**src/rtl/grf_write_arbiter_pkg.sv**
```systemverilog
// Shared widths and payload types for the register-file write arbiter.
package grf_write_arbiter_pkg;

  localparam int unsigned REG_ADDR_W         = 5;
  localparam int unsigned DATA_W             = 32;
  localparam int unsigned REG_COUNT          = 32;
  localparam int unsigned DEFAULT_FIFO_DEPTH = 4;

  // Stored part of an MDU result; the live bit is kept separately so it can be reset.
  typedef struct packed {
    logic [REG_ADDR_W-1:0] a3;
    logic [DATA_W-1:0]     wd;
    logic [DATA_W-1:0]     pc;
  } wb_payload_t;

endpackage

```
**src/rtl/wb_fifo.sv**
```systemverilog
// MDU result queue with per-entry live bits.
// Ports: clk/reset; push + push_a3/wd/pc; pop; inv_en/inv_a3 kill live entries
// for a register; head_* expose the oldest entry; empty, count, pend_mask status.
module wb_fifo
  import grf_write_arbiter_pkg::*;
#(
  parameter int unsigned FIFO_DEPTH = DEFAULT_FIFO_DEPTH
) (
  input  logic                          clk,
  input  logic                          reset,
  input  logic                          push,
  input  logic [REG_ADDR_W-1:0]         push_a3,
  input  logic [DATA_W-1:0]             push_wd,
  input  logic [DATA_W-1:0]             push_pc,
  input  logic                          pop,
  input  logic                          inv_en,
  input  logic [REG_ADDR_W-1:0]         inv_a3,
  output logic                          head_live,
  output logic [REG_ADDR_W-1:0]         head_a3,
  output logic [DATA_W-1:0]             head_wd,
  output logic [DATA_W-1:0]             head_pc,
  output logic                          empty,
  output logic [$clog2(FIFO_DEPTH):0]   count,
  output logic [REG_COUNT-1:0]          pend_mask
);

  localparam int unsigned PTR_W = $clog2(FIFO_DEPTH);
  localparam int unsigned CNT_W = PTR_W + 1;

  logic [FIFO_DEPTH-1:0] live;
  logic [FIFO_DEPTH-1:0] live_nxt;
  wb_payload_t           mem [FIFO_DEPTH];
  logic [PTR_W-1:0]      head;
  logic [PTR_W-1:0]      tail;

  assign empty     = (count == '0);
  assign head_live = live[head];
  assign head_a3   = mem[head].a3;
  assign head_wd   = mem[head].wd;
  assign head_pc   = mem[head].pc;

  // Live-bit update: popped or superseded entries die; a push is born dead
  // when the pipeline writes the same register on that edge.
  always_comb begin
    live_nxt = live;
    for (int unsigned i = 0; i < FIFO_DEPTH; i++) begin
      if ((pop && (head == PTR_W'(i))) || (inv_en && (mem[i].a3 == inv_a3))) begin
        live_nxt[i] = 1'b0;
      end
    end
    if (push) begin
      live_nxt[tail] = !(inv_en && (push_a3 == inv_a3));
    end
  end

  // Pointers, occupancy and live bits.
  always_ff @(posedge clk or posedge reset) begin
    if (reset) begin
      live  <= '0;
      head  <= '0;
      tail  <= '0;
      count <= '0;
    end else begin
      live  <= live_nxt;
      head  <= head + PTR_W'(pop);
      tail  <= tail + PTR_W'(push);
      count <= count + CNT_W'(push) - CNT_W'(pop);
    end
  end

  // Payload storage needs no reset; it is only observed through live bits.
  always_ff @(posedge clk) begin
    if (push) begin
      mem[tail] <= '{a3: push_a3, wd: push_wd, pc: push_pc};
    end
  end

  // One-hot OR of live destinations; r0 is never pending.
  always_comb begin
    pend_mask = '0;
    for (int unsigned i = 0; i < FIFO_DEPTH; i++) begin
      if (live[i]) begin
        pend_mask[mem[i].a3] = 1'b1;
      end
    end
    pend_mask[0] = 1'b0;
  end

endmodule

```
**src/rtl/grf_write_arbiter.sv**
```systemverilog
// Arbitrates the single register-file write port between the retiring
// pipeline (never stalled) and queued MDU results.
// Ports: clk/reset; pl_* pipeline write request; md_* MDU result handshake;
// grf_* registered write port; pend_mask/md_count queue status.
module grf_write_arbiter
  import grf_write_arbiter_pkg::*;
#(
  parameter int unsigned FIFO_DEPTH = DEFAULT_FIFO_DEPTH
) (
  input  logic                        clk,
  input  logic                        reset,
  input  logic                        pl_we,
  input  logic [REG_ADDR_W-1:0]       pl_a3,
  input  logic [DATA_W-1:0]           pl_wd,
  input  logic [DATA_W-1:0]           pl_pc,
  input  logic                        md_valid,
  output logic                        md_ready,
  input  logic [REG_ADDR_W-1:0]       md_a3,
  input  logic [DATA_W-1:0]           md_wd,
  input  logic [DATA_W-1:0]           md_pc,
  output logic                        grf_we,
  output logic [REG_ADDR_W-1:0]       grf_a3,
  output logic [DATA_W-1:0]           grf_wd,
  output logic [DATA_W-1:0]           grf_pc,
  output logic [REG_COUNT-1:0]        pend_mask,
  output logic [$clog2(FIFO_DEPTH):0] md_count
);

  localparam int unsigned CNT_W = $clog2(FIFO_DEPTH) + 1;

  logic                  pl_elig;
  logic                  md_push;
  logic                  fifo_pop;
  logic                  issue_md;
  logic                  head_live;
  logic [REG_ADDR_W-1:0] head_a3;
  logic [DATA_W-1:0]     head_wd;
  logic [DATA_W-1:0]     head_pc;
  logic                  fifo_empty;

  // Ready comes from registered occupancy only, so a same-cycle pop never opens a full queue.
  assign md_ready = (md_count < CNT_W'(FIFO_DEPTH));
  assign pl_elig  = pl_we && (pl_a3 != '0);
  // r0 results complete the handshake but are dropped.
  assign md_push  = md_valid && md_ready && (md_a3 != '0);
  // Pipeline has priority; a dead head still pops, just without a write.
  assign fifo_pop = !pl_elig && !fifo_empty;
  assign issue_md = fifo_pop && head_live;

  wb_fifo #(
    .FIFO_DEPTH(FIFO_DEPTH)
  ) u_wb_fifo (
    .clk       (clk),
    .reset     (reset),
    .push      (md_push),
    .push_a3   (md_a3),
    .push_wd   (md_wd),
    .push_pc   (md_pc),
    .pop       (fifo_pop),
    .inv_en    (pl_elig),
    .inv_a3    (pl_a3),
    .head_live (head_live),
    .head_a3   (head_a3),
    .head_wd   (head_wd),
    .head_pc   (head_pc),
    .empty     (fifo_empty),
    .count     (md_count),
    .pend_mask (pend_mask)
  );

  // Registered write port; address/data/pc hold when nothing issues.
  always_ff @(posedge clk or posedge reset) begin
    if (reset) begin
      grf_we <= 1'b0;
      grf_a3 <= '0;
      grf_wd <= '0;
      grf_pc <= '0;
    end else begin
      grf_we <= pl_elig || issue_md;
      if (pl_elig) begin
        grf_a3 <= pl_a3;
        grf_wd <= pl_wd;
        grf_pc <= pl_pc;
      end else if (issue_md) begin
        grf_a3 <= head_a3;
        grf_wd <= head_wd;
        grf_pc <= head_pc;
      end
    end
  end

endmodule

```
**config.mk**
```make
export PLATFORM = sky130hd
export DESIGN_NAME = grf_write_arbiter
export DESIGN_NICKNAME = d
export VERILOG_FILES = /design/src/rtl/grf_write_arbiter_pkg.sv /design/src/rtl/wb_fifo.sv /design/src/rtl/grf_write_arbiter.sv
export SDC_FILE = /design/constraint.sdc
export NUM_CORES = 1
export LEC_CHECK = 0
export ABC_AREA = 1
export BUFFER_PORTS_ARGS = -buffer_cell sky130_fd_sc_hd__buf_4
export CAP_MARGIN = 0
export CORE_MARGIN = 1
export CORE_UTILIZATION = 50
export CTS_BUF_LIST = sky130_fd_sc_hd__clkbuf_16
export CTS_CLUSTER_DIAMETER = 50
export DETAILED_ROUTE_END_ITERATION = 10
export GPL_TIMING_DRIVEN = 0
export PLACE_DENSITY = 0.76
export SLEW_MARGIN = 20
export SYNTH_ARGS = -nofsm -noshare
export SYNTH_HDL_FRONTEND = slang
export SYNTH_SLANG_ARGS = --single-unit
export TNS_END_PERCENT = 50
```
**constraint.sdc**
```tcl
create_clock -name clk -period 4.8 [get_ports clk]
set_input_delay 0.24 -clock clk [delete_from_list [all_inputs] [get_ports clk]]
set_output_delay 0.24 -clock clk [all_outputs]
set_load 0.02 [all_outputs]
```
==> metrics.json, run 1 <==
{
  "drt_iter0_drc": {"value": 1122},
  "layout_commonest_cell": {"value": "sky130_fd_sc_hd__nand2_1"},
  "design.final.nets": {"value": 1988},
  "total_power": {"value": 11.3, "unit": "mW"},
  "grt_pass1_vias": {"value": 12300},
  "post-route-drc-count": {"value": 0},
  "post-route-period-util": {"value": 55.2, "unit": "%"},
  "layout-drive-gt1-share": {"value": 19.1, "unit": "%"},
  "rsz0062_at_grt": {"value": "false"},
  "avgSynthCellArea": {"value": 10.4, "unit": "µm²"},
  "die_area": {"value": 0.0315, "unit": "mm²"},
  "synthesis.instances": {"value": 1475},
  "grt_max_degree": {"value": 56},
  "mostFrequentLayoutCells": {"value": "sky130_fd_sc_hd__nand2_1, sky130_fd_sc_hd__edfxtp_1, sky130_fd_sc_hd__buf_4, sky130_fd_sc_hd__nand3_1, sky130_fd_sc_hd__dfrtp_1"},
  "setup.worst_path.start_class": {"value": "flip-flop"},
  "final-max-slew-violation-count": {"value": 0},
  "routed_wirelength": {"value": 43.9, "unit": "mm"},
  "post-place-ws": {"value": 1.81, "unit": "ns"},
  "clk_root_buffer_cell": {"value": "sky130_fd_sc_hd__clkbuf_16"},
  "cts_made_buffers": {"value": 41},
  "fin_setup_tns": {"value": 0, "unit": "ns"},
  "die_height": {"value": 177, "unit": "µm"},
  "antenna_violating_nets_post_route": {"value": 0},
  "finalSetupViolations": {"value": 0},
  "cts_htree_levels": {"value": 2},
  "boundaryPins": {"value": 248},
  "number_of_iterations_in_the_first_detailed_routing_pass": {"value": 5},
  "clock_tree.buffer_depth": {"value": 3},
  "number_of_sinks_handled_by_clock_tree_synthesis": {"value": 357},
  "cts.repair.resized": {"value": 0},
  "place.detailed.hpwl": {"value": 28.6, "unit": "mm"},
  "final_core_util": {"value": 66.6, "unit": "%"},
  "setup.worst_path.end_class": {"value": "flip-flop"},
  "synthDominantCellAreaShare": {"value": 53.9, "unit": "%"},
  "synth-seq-cells": {"value": 357},
  "starting_utilization_of_the_core_area": {"value": 51.4, "unit": "%"},
  "dieWidth": {"value": 177, "unit": "µm"},
  "worstMarginPinSlew": {"value": 0.815, "unit": "ns"},
  "globalplace.congestion": {"value": 0.898},
  "worst_ir_drop_vdd": {"value": 365, "unit": "µV"},
  "critPathKind": {"value": "flip-flop to flip-flop"},
  "holdCritStartpoint": {"value": "pl_pc[1]"},
  "io_buffer_count": {"value": 241},
  "fmax": {"value": 377, "unit": "MHz"},
  "synth_area_leaders": {"value": "sky130_fd_sc_hd__edfxtp_1, sky130_fd_sc_hd__nand2_1, sky130_fd_sc_hd__dfrtp_1, sky130_fd_sc_hd__nand3_1, sky130_fd_sc_hd__nand4_1"},
  "clk_pin_slew_worst_paths": {"value": 0.07, "unit": "ns"},
  "synthToLayoutAreaGrowth": {"value": 29.6, "unit": "%"},
  "syn_area": {"value": 0.0154, "unit": "mm²"},
  "cts_tree": {"value": "done"},
  "proportion_of_synthesized_chip_area_in_sequential_cells": {"value": 67.0, "unit": "%"},
  "static-leakage-power": {"value": 8.45, "unit": "nW"},
  "hold_path_class": {"value": "input port to flip-flop"},
  "yosysUniqueCellTypes": {"value": 29},
  "cp_max_fo": {"value": 10},
  "hold_viol": {"value": 0},
  "grt_usage": {"value": 27.8, "unit": "%"},
  "netlist.top_cell.by_area": {"value": "sky130_fd_sc_hd__edfxtp_1"},
  "fin_ws": {"value": 2.15, "unit": "ns"},
  "wl_per_cell": {"value": 19.4, "unit": "µm"},
  "core_region_area": {"value": 0.0300, "unit": "mm²"},
  "later_pin_clock_latency_in_the_skew_report": {"value": 0.53, "unit": "ns"},
  "timing.max_slew.rel_slack": {"value": 45.7, "unit": "%"},
  "vias": {"value": 12500},
  "post_cts.repair.setup_buffers": {"value": 0},
  "placementRows": {"value": 63},
  "timing.hold.ws": {"value": 0.0107, "unit": "ns"},
  "crit_required": {"value": 5.21, "unit": "ns"},
  "yosys_warnings": {"value": 0},
  "globalRoute.totalOverflow": {"value": 0},
  "worst_r2r_dst": {"value": "grf_wd[19]"},
  "via_per_inst": {"value": 5.51},
  "cellPowerDensity": {"value": 566, "unit": "mW/mm²"},
  "worst_r2r_path_depth": {"value": 10},
  "run_status": {"value": "complete, no violations"},
  "timing.rr.start": {"value": "u_wb_fifo.head[1]"},
  "skew": {"value": 0.0155, "unit": "ns"},
  "period_minus_slack": {"value": 2.65, "unit": "ns"},
  "synthesized_net_count": {"value": 1622},
  "worst-r2r-setup-slack": {"value": 2.15, "unit": "ns"},
  "antenna_violations_before_repair": {"value": 3},
  "worst_hold_path.num_cells": {"value": 5},
  "worst_hold_path.endpoint": {"value": "grf_pc[1]"},
  "grt_pass1_wl": {"value": 66.5, "unit": "mm"},
  "critical_path_arrival": {"value": 3.06, "unit": "ns"},
  "maxCapViolations": {"value": 0}
}
## power by group
group | leakage (nW) | switching, mW | internal, mW
clock network | 0.695 | 1.27 | 1.80
registers | 3.51 | 0.334 | 4.02
logic | 4.25 | 2.58 | 1.29
total | 8.45 | 4.18 | 7.11
## worst max path at each step
stage	from	end	slack, ns	cells after the start
after floorplan	u_wb_fifo.count[2]	u_wb_fifo.mem[1][0]	2.17	3
after global placement	u_wb_fifo.count[2]	u_wb_fifo.mem[1][60]	1.01	3
after detailed placement	pl_a3[2]	u_wb_fifo.count[2]	1.81	14
after CTS	u_wb_fifo.head[1]	grf_wd[19]	2.19	10
after global routing	u_wb_fifo.head[1]	grf_wd[19]	2.06	10
final	u_wb_fifo.head[1]	grf_wd[19]	2.15	10
## layer usage
metal	GRT usage [%]	vias to the layer above	part of all wire, %
met2	47.0	615	49
met4	9.12	0	2.5
met5	0	-	0
met3	5.44	85	8.5
met1	36.0	5976	40
li1	-	5804	-
## cell families (layout without fill, tap and decap cells)
group | Yosys count | after routing | synth area share, %
fa+ha+maj | 5 | 5 | 0.455
flops | 357 | 357 | 67.0
other cells | 1 | 4 | 0.0244
buf+inv | 134 | 533 | 3.58
xor+xnor | 24 | 24 | 1.37
compound gates | 66 | 66 | 3.46
simple gates | 888 | 888 | 24.1
## what timing repair did
action,in CTS,in global routing
hold buffers,77,0
endpoints found under the setup margin,0,0
endpoints found under the hold margin,309,0
## final cells by class
class	count	area, µm²
fill	2299	10000
clock inverter	35	307
tap	390	488
antenna	3	7.51
multi-input combinational	984	4520
clock buffer	41	1030
timing repair buffer	323	2710
buffer	81	352
sequential	357	10300
inverter	53	214
## worst max-delay path, cell delays in order (launching register included)
cell                      delay [ns]
sky130_fd_sc_hd__dfrtp_1        0.35
sky130_fd_sc_hd__buf_2          0.15
sky130_fd_sc_hd__inv_2          0.06
sky130_fd_sc_hd__nor2_2         0.10
sky130_fd_sc_hd__nand2_1        0.09
sky130_fd_sc_hd__nand2_1        0.06
sky130_fd_sc_hd__o21ai_2        0.64
sky130_fd_sc_hd__nand2_1        0.54
sky130_fd_sc_hd__buf_2          0.36
sky130_fd_sc_hd__nand2_1        0.08
sky130_fd_sc_hd__nand2_1        0.09
## registers in the layout (all words and copies together), names as in the netlist
signal	cells
u_wb_fifo.mem	276
grf_pc	32
grf_wd	32
grf_a3	5
u_wb_fifo.live	4
u_wb_fifo.count	3
u_wb_fifo.head	2
u_wb_fifo.tail	2
grf_we	1
## per-stage QoR
stage	instance area [µm²]	cells
floorplan	15400	1475
global placement	17700	2106
detailed placement	17800	2111
CTS	19900	2264
global route	19900	2266
finish	19900	2267
## Yosys cell counts, drive strengths merged
| library cell | number |
|---|---|
| edfxtp | 276 |
| nor3 | 1 |
| nand2 | 655 |
| a21oi | 5 |
| fa | 1 |
| inv | 53 |
| conb | 1 |
| or2 | 3 |
| o22ai | 8 |
| dfrtp | 81 |
| xnor2 | 9 |
| buf | 37 |
| clkbuf | 44 |
| o221ai | 28 |
| nand3 | 133 |
| xor2 | 15 |
| o21ai | 2 |
| a31oi | 1 |
| o22a | 22 |
| ha | 4 |
| nor2 | 22 |
| nand3b | 1 |
| nand4 | 73 |
Power figures use the tool's default switching activity.
==> inputs of run 2 (changes only) <==
==> constraint.sdc (replaced) <==
create_clock -name clk -period 2.73 [get_ports clk]
set_input_delay 0.1365 -clock clk [delete_from_list [all_inputs] [get_ports clk]]
set_output_delay 0.1365 -clock clk [all_outputs]
set_load 0.02 [all_outputs]
==> metrics.json, run 2 (same netlist as run 1, synthesis figures left out) <==
{
  "skew": {"value": 0.0162, "unit": "ns", "change": "was 0.0155 ns"},
  "top_regs": {"value": "u_wb_fifo.mem: 276 flops, grf_pc: 32 flops, grf_wd: 32 flops", "change": "unchanged"},
  "design.final.nets": {"value": 2045, "change": "was 1988"},
  "worst_ir_drop_vdd": {"value": 715, "unit": "µV", "change": "was 365 µV"},
  "antenna_violations_before_repair": {"value": 2, "change": "was 3"},
  "finalSetupViolations": {"value": 0, "change": "unchanged"},
  "globalRoute.totalOverflow": {"value": 0, "change": "unchanged"},
  "fmax": {"value": 402, "unit": "MHz", "change": "was 377 MHz"},
  "via_per_inst": {"value": 5.53, "change": "was 5.51"},
  "cts_made_buffers": {"value": 41, "change": "unchanged"},
  "mostFrequentLayoutCells": {"value": "sky130_fd_sc_hd__nand2_1, sky130_fd_sc_hd__edfxtp_1, sky130_fd_sc_hd__buf_4, sky130_fd_sc_hd__dlygate4sd3_1, sky130_fd_sc_hd__nand3_1", "change": "was sky130_fd_sc_hd__nand2_1, sky130_fd_sc_hd__edfxtp_1, sky130_fd_sc_hd__buf_4, sky130_fd_sc_hd__nand3_1, sky130_fd_sc_hd__dfrtp_1"},
  "later_pin_clock_latency_in_the_skew_report": {"value": 0.53, "unit": "ns", "change": "about the same"},
  "worstMarginPinSlew": {"value": 0.759, "unit": "ns", "change": "was 0.815 ns"},
  "total_power": {"value": 20.0, "unit": "mW", "change": "was 11.3 mW"},
  "io_buffer_count": {"value": 241, "change": "unchanged"},
  "timing.max_slew.rel_slack": {"value": 49.4, "unit": "%", "change": "was 45.7%"},
  "setup.worst_path.end_class": {"value": "flip-flop", "change": "unchanged"},
  "antenna_violating_nets_post_route": {"value": 0, "change": "unchanged"},
  "die_height": {"value": 177, "unit": "µm", "change": "unchanged"},
  "dieWidth": {"value": 177, "unit": "µm", "change": "unchanged"},
  "crit_required": {"value": 3.19, "unit": "ns", "change": "was 5.21 ns"},
  "place.detailed.hpwl": {"value": 28.6, "unit": "mm", "change": "unchanged"},
  "maxCapViolations": {"value": 0, "change": "unchanged"},
  "cts_tree": {"value": "done", "change": "unchanged"},
  "critPathKind": {"value": "flip-flop to flip-flop", "change": "unchanged"},
  "hold_path_class": {"value": "input port to flip-flop", "change": "unchanged"},
  "final-max-slew-violation-count": {"value": 0, "change": "unchanged"},
  "routed_wirelength": {"value": 45.8, "unit": "mm", "change": "was 43.9 mm"},
  "setup.worst_path.start_class": {"value": "flip-flop", "change": "unchanged"},
  "vias": {"value": 12800, "change": "was 12500"},
  "wl_per_cell": {"value": 19.7, "unit": "µm", "change": "was 19.4 µm"},
  "die_area": {"value": 0.0315, "unit": "mm²", "change": "unchanged"},
  "grt_usage": {"value": 29.0, "unit": "%", "change": "was 27.8%"},
  "number_of_sinks_handled_by_clock_tree_synthesis": {"value": 357, "change": "unchanged"},
  "period_minus_slack": {"value": 2.49, "unit": "ns", "change": "was 2.65 ns"},
  "largest_register_ff_count": {"value": 276, "change": "unchanged"},
  "boundaryPins": {"value": 248, "change": "unchanged"},
  "grt_pass1_wl": {"value": 69.2, "unit": "mm", "change": "was 66.5 mm"},
  "layout-drive-gt1-share": {"value": 18.5, "unit": "%", "change": "was 19.1%"},
  "static-leakage-power": {"value": 8.69, "unit": "nW", "change": "was 8.45 nW"},
  "num-fill-cells": {"value": 2196, "change": "was 2299"},
  "drt_iter0_drc": {"value": 1114, "change": "was 1122"},
  "post-route-period-util": {"value": 91.2, "unit": "%", "change": "was 55.2%"},
  "grt_max_degree": {"value": 56, "change": "unchanged"},
  "globalplace.congestion": {"value": 0.898, "change": "unchanged"},
  "placementRows": {"value": 63, "change": "unchanged"},
  "critical_path_arrival": {"value": 2.95, "unit": "ns", "change": "was 3.06 ns"},
  "synthToLayoutAreaGrowth": {"value": 33.3, "unit": "%", "change": "was 29.6%"},
  "starting_utilization_of_the_core_area": {"value": 51.4, "unit": "%", "change": "unchanged"},
  "layout_commonest_cell": {"value": "sky130_fd_sc_hd__nand2_1", "change": "unchanged"},
  "post_cts.repair.setup_buffers": {"value": 0, "change": "unchanged"},
  "core_region_area": {"value": 0.0300, "unit": "mm²", "change": "unchanged"},
  "clk_pin_slew_worst_paths": {"value": 0.06, "unit": "ns", "change": "was 0.07 ns"},
  "post-route-drc-count": {"value": 0, "change": "unchanged"},
  "post-place-ws": {"value": -0.155, "unit": "ns", "change": "was 1.81 ns"},
  "cts_htree_levels": {"value": 2, "change": "unchanged"},
  "cp_max_fo": {"value": 10, "change": "unchanged"},
  "clk_root_buffer_cell": {"value": "sky130_fd_sc_hd__clkbuf_16", "change": "unchanged"},
  "number_of_iterations_in_the_first_detailed_routing_pass": {"value": 5, "change": "unchanged"},
  "run_status": {"value": "complete, no violations", "change": "unchanged"},
  "grt_pass1_vias": {"value": 12800, "change": "was 12300"},
  "hold_viol": {"value": 0, "change": "unchanged"},
  "rsz0062_at_grt": {"value": "false", "change": "unchanged"},
  "cellPowerDensity": {"value": 976, "unit": "mW/mm²", "change": "was 566 mW/mm²"},
  "fin_ws": {"value": 0.241, "unit": "ns", "change": "was 2.15 ns"},
  "largest_register": {"value": "u_wb_fifo.mem", "change": "unchanged"},
  "clock_tree.buffer_depth": {"value": 3, "change": "unchanged"}
}
==> run 2: worst max-delay path, stage by stage (launching register included) <==
cell and delay, ns:
sky130_fd_sc_hd__dfrtp_1 0.35, sky130_fd_sc_hd__buf_2 0.16, sky130_fd_sc_hd__nor2_2 0.43, sky130_fd_sc_hd__nand2_1 0.11, sky130_fd_sc_hd__o21ai_1 0.16, sky130_fd_sc_hd__o21ai_4 0.19, sky130_fd_sc_hd__nand2_1 0.44, sky130_fd_sc_hd__buf_2 0.34
sky130_fd_sc_hd__nand2_1 0.10, sky130_fd_sc_hd__nand2_1 0.13
==> run 2: worst paths after layout <==
kind                                   startpoint          to  slack (ns)  depth (start not counted)
max in group asynchronous                   reset  grf_pc[25]        1.96                          4
min in group asynchronous                   reset  grf_wd[17]        0.11                          3
worst max-delay path            u_wb_fifo.head[1]  grf_wd[19]        0.24                          9
worst min-delay path                     pl_a3[2]   grf_a3[2]        0.05                          5
worst max register to register  u_wb_fifo.head[1]  grf_wd[19]        0.24                          9
worst min register to register         grf_pc[29]  grf_pc[29]        0.51                          2
==> run 2: timing repair <==
| item | in CTS | in global routing |
|---|---|---|
| resized for setup | 0 | 1 |
| hold buffers | 134 | 0 |
| hold endpoints to repair | 421 | 0 |
| setup endpoints to repair | 0 | 3 |
==> run 2: area by class of cell <==
cell class,count,area (µm²),share of cell area (%)
clock inverter,35,307,1.49
buffer,81,352,1.71
clock buffer,41,1030,5.00
multi-input combinational,984,4530,22.1
antenna,2,5.00,0.0244
tap,390,488,2.38
timing repair buffer,380,3280,16.0
inverter,53,214,1.04
sequential,357,10300,50.3
==> run 2: power breakdown <==
group	switching [mW]	total, mW	internal, mW
combinational	4.63	6.95	2.33
sequential	0.609	7.68	7.07
clock	2.23	5.40	3.16
total	7.47	20.0	12.6
==> run 2: layer usage <==
layer / share of wire (%) / track usage (%) / wire, µm
met5: 0 / 0 / 0
met4: 2.7 / 10.1 / 1240
met3: 8.4 / 5.40 / 3820
met2: 49 / 49.4 / 22300
met1: 40 / 37.2 / 18400
==> run 2: metrics by stage <==
stage                     util (%)  hold WS (ns)  TNS, ns  instance area (µm²)  std cells
final                         68.5        0.0519        0                20500       2323
after global routing          68.5        0.0455        0                20500       2322
after CTS                     68.5        0.0144        0                20500       2321
after detailed placement      59.5         0.122   -0.155                17800       2111
after global placement        59.0         0.337  -351.43                17700       2106
after floorplan                  -         0.235        0                15400       1475
==> inputs of run 3 (changes only) <==
==> constraint.sdc (replaced) <==
create_clock -name clk -period 2.73 [get_ports clk]
set_input_delay 0.273 -clock clk [delete_from_list [all_inputs] [get_ports clk]]
set_output_delay 0.273 -clock clk [all_outputs]
set_load 0.02 [all_outputs]
==> metrics.json, run 3 (same netlist as run 1, synthesis figures left out) <==
{
  "later_pin_clock_latency_in_the_skew_report": {"value": 0.54, "unit": "ns", "change": "was 0.53 ns"},
  "cts_made_buffers": {"value": 41, "change": "unchanged"},
  "fin_ws": {"value": 0.165, "unit": "ns", "change": "was 0.241 ns"},
  "worst_ir_drop_vdd": {"value": 643, "unit": "µV", "change": "was 715 µV"},
  "hold_viol": {"value": 0, "change": "unchanged"},
  "wl_per_cell": {"value": 19.3, "unit": "µm", "change": "was 19.7 µm"},
  "finalSetupViolations": {"value": 0, "change": "unchanged"},
  "synthToLayoutAreaGrowth": {"value": 29.2, "unit": "%", "change": "was 33.3%"},
  "setup.worst_path.start": {"value": "pl_a3[4]", "change": "was u_wb_fifo.head[1]"},
  "largest_register_ff_count": {"value": 276, "change": "unchanged"},
  "cp_slowest_stage_delay": {"value": 0.44, "unit": "ns", "change": "about the same"},
  "number_of_iterations_in_the_first_detailed_routing_pass": {"value": 5, "change": "unchanged"},
  "layout_commonest_cell": {"value": "sky130_fd_sc_hd__nand2_1", "change": "unchanged"},
  "timing.hold.ws": {"value": 0.0312, "unit": "ns", "change": "was 0.0519 ns"},
  "grt_pass1_vias": {"value": 12200, "change": "was 12800"},
  "static-leakage-power": {"value": 8.42, "unit": "nW", "change": "was 8.69 nW"},
  "cts_htree_levels": {"value": 2, "change": "unchanged"},
  "via_per_inst": {"value": 5.49, "change": "was 5.53"},
  "vias": {"value": 12400, "change": "was 12800"},
  "worstMarginPinSlew": {"value": 0.826, "unit": "ns", "change": "was 0.759 ns"},
  "maxCapViolations": {"value": 0, "change": "unchanged"},
  "design.final.nets": {"value": 1981, "change": "was 2045"},
  "worst_r2r_path_depth": {"value": 10, "change": "was 9"},
  "final_core_util": {"value": 66.3, "unit": "%", "change": "was 68.5%"},
  "critical_path_arrival": {"value": 3.01, "unit": "ns", "change": "was 2.95 ns"},
  "num-fill-cells": {"value": 2314, "change": "was 2196"},
  "setup.worst_path.start_class": {"value": "input port", "change": "was flip-flop"},
  "routed_wirelength": {"value": 43.7, "unit": "mm", "change": "was 45.8 mm"},
  "grt_max_degree": {"value": 56, "change": "unchanged"},
  "worst-r2r-setup-slack": {"value": 0.25, "unit": "ns", "change": "was 0.24 ns"},
  "skew": {"value": 0.0155, "unit": "ns", "change": "was 0.0162 ns"},
  "timing.rr.start": {"value": "u_wb_fifo.head[1]", "change": "unchanged"},
  "layout.cell_area.non_filler": {"value": 0.0199, "unit": "mm²", "change": "was 0.0205 mm²"},
  "final_cells": {"value": 2260, "change": "was 2323"},
  "io_buffer_count": {"value": 241, "change": "unchanged"},
  "drt_iter0_drc": {"value": 1113, "change": "was 1114"},
  "place.detailed.hpwl": {"value": 28.6, "unit": "mm", "change": "unchanged"},
  "worst_hold_path.num_cells": {"value": 5, "change": "unchanged"},
  "globalRoute.totalOverflow": {"value": 0, "change": "unchanged"},
  "post-route-drc-count": {"value": 0, "change": "unchanged"},
  "grt_usage": {"value": 27.7, "unit": "%", "change": "was 29.0%"},
  "clk_root_buffer_cell": {"value": "sky130_fd_sc_hd__clkbuf_16", "change": "unchanged"},
  "setup.worst_path.end_class": {"value": "flip-flop", "change": "unchanged"},
  "cp_max_fo": {"value": 10, "change": "unchanged"},
  "period_minus_slack": {"value": 2.56, "unit": "ns", "change": "was 2.49 ns"},
  "antenna_violating_nets_post_route": {"value": 0, "change": "unchanged"},
  "worst_r2r_dst": {"value": "grf_wd[19]", "change": "unchanged"},
  "place.detailed.instances": {"value": 2111, "change": "unchanged"},
  "post-place-ws": {"value": -0.292, "unit": "ns", "change": "was -0.155 ns"},
  "cell_chain_of_the_critical_path": {"value": "buf_2, nor2_1, nand3_1, nand2_2, inv_2, clkbuf_1, a31oi_1, ha_1, inv_1, ha_1, inv_1, fa_1, xnor2_1, xor2_1", "change": "was buf_2, nor2_2, nand2_1, o21ai_1, o21ai_4, nand2_1, buf_2, nand2_1, nand2_1"},
  "starting_utilization_of_the_core_area": {"value": 51.4, "unit": "%", "change": "unchanged"},
  "placementRows": {"value": 63, "change": "unchanged"},
  "run_status": {"value": "complete, no violations", "change": "unchanged"},
  "post-route-period-util": {"value": 93.9, "unit": "%", "change": "was 91.2%"},
  "number_of_sinks_handled_by_clock_tree_synthesis": {"value": 357, "change": "unchanged"},
  "mostFrequentLayoutCells": {"value": "sky130_fd_sc_hd__nand2_1, sky130_fd_sc_hd__edfxtp_1, sky130_fd_sc_hd__buf_4, sky130_fd_sc_hd__nand3_1, sky130_fd_sc_hd__dfrtp_1", "change": "was sky130_fd_sc_hd__nand2_1, sky130_fd_sc_hd__edfxtp_1, sky130_fd_sc_hd__buf_4, sky130_fd_sc_hd__dlygate4sd3_1, sky130_fd_sc_hd__nand3_1"},
  "dieWidth": {"value": 177, "unit": "µm", "change": "unchanged"},
  "globalplace.congestion": {"value": 0.898, "change": "unchanged"},
  "timing.max_slew.rel_slack": {"value": 44.9, "unit": "%", "change": "was 49.4%"},
  "worst_hold_path.endpoint": {"value": "grf_wd[29]", "change": "was grf_a3[2]"},
  "seqCellArea": {"value": 0.0103, "unit": "mm²", "change": "unchanged"},
  "area_of_combinational_cells_with_multiple_inputs": {"value": 0.00452, "unit": "mm²", "change": "was 0.00453 mm²"},
  "cellPowerDensity": {"value": 998, "unit": "mW/mm²", "change": "was 976 mW/mm²"},
  "cts_tree": {"value": "done", "change": "unchanged"},
  "core_region_area": {"value": 0.0300, "unit": "mm²", "change": "unchanged"},
  "hold_path_class": {"value": "input port to flip-flop", "change": "unchanged"},
  "largest_register": {"value": "u_wb_fifo.mem", "change": "unchanged"},
  "die_height": {"value": 177, "unit": "µm", "change": "unchanged"},
  "total_power": {"value": 19.8, "unit": "mW", "change": "was 20.0 mW"},
  "rsz0062_at_grt": {"value": "false", "change": "unchanged"},
  "grt_pass1_wl": {"value": 66.2, "unit": "mm", "change": "was 69.2 mm"},
  "clk_pin_slew_worst_paths": {"value": 0.06, "unit": "ns", "change": "about the same"},
  "fin_setup_tns": {"value": 0, "unit": "ns", "change": "unchanged"},
  "fmax": {"value": 390, "unit": "MHz", "change": "was 402 MHz"},
  "clock_tree.buffer_depth": {"value": 3, "change": "unchanged"},
  "crit_path_top_delay_cell": {"value": "sky130_fd_sc_hd__a31oi_1", "change": "was sky130_fd_sc_hd__nand2_1"},
  "final-max-slew-violation-count": {"value": 0, "change": "unchanged"},
  "holdCritStartpoint": {"value": "pl_wd[29]", "change": "was pl_a3[2]"},
  "antenna_violations_before_repair": {"value": 3, "change": "was 2"},
  "critPathKind": {"value": "input port to flip-flop", "change": "was flip-flop to flip-flop"},
  "crit_required": {"value": 3.18, "unit": "ns", "change": "was 3.19 ns"},
  "post_cts.repair.setup_buffers": {"value": 0, "change": "unchanged"},
  "die_area": {"value": 0.0315, "unit": "mm²", "change": "unchanged"},
  "layout-drive-gt1-share": {"value": 19.2, "unit": "%", "change": "was 18.5%"},
  "placed_cell_area": {"value": 0.0178, "unit": "mm²", "change": "unchanged"},
  "boundaryPins": {"value": 248, "change": "unchanged"},
  "top_regs": {"value": "u_wb_fifo.mem: 276 flops, grf_pc: 32 flops, grf_wd: 32 flops", "change": "unchanged"}
}
==> run 3: repair_timing <==
item                                    in CTS  in global routing
hold buffers                                70                  0
endpoints found under the hold margin      302                  0
endpoints found under the setup margin       0                  4
gates resized for setup                      0                  1
==> run 3: area by class of cell <==
cell class | instances | area share (%)
multi-input cells | 984 | 22.8
repair buffers | 316 | 13.3
diodes | 3 | 0.0378
clock inverters | 35 | 1.54
clock buffers | 41 | 5.16
well taps | 390 | 2.46
inverters | 53 | 1.08
flip-flops and latches | 357 | 51.9
plain buffers | 81 | 1.77
==> run 3: per-layer routing <==
layer	vias up	wire length, µm	track usage (%)
met3	87	3690	5.27
met2	593	21300	46.7
met5	-	0	0
met1	5937	17600	36.0
li1	5788	-	-
met4	0	1120	9.08
==> run 3: worst max-delay path, delay by kind of cell <==
kind,cells,cell delay (ns)
buffers and inverters,5,0.64
adders and majority gates,3,0.82
and+or+nand+nor,3,0.48
xor gates and xnor gates,2,0.35
AOI/OAI and AO/OA,1,0.44
==> run 3: worst max path at each step <==
stage	to	slack, ns	cells after the start
after floorplan	u_wb_fifo.mem[1][0]	0.1	3
after global placement	u_wb_fifo.mem[1][60]	-1.06	3
after detailed placement	u_wb_fifo.count[2]	-0.29	14
after CTS	grf_wd[19]	0.12	10
after global routing	u_wb_fifo.count[2]	0.02	14
final	u_wb_fifo.count[2]	0.17	14
==> run 3: power breakdown <==
group | leakage (nW) | total, mW | internal, mW | switching (mW)
clock | 0.695 | 5.40 | 3.16 | 2.24
sequential | 3.51 | 7.65 | 7.07 | 0.583
combinational | 4.22 | 6.79 | 2.26 | 4.53
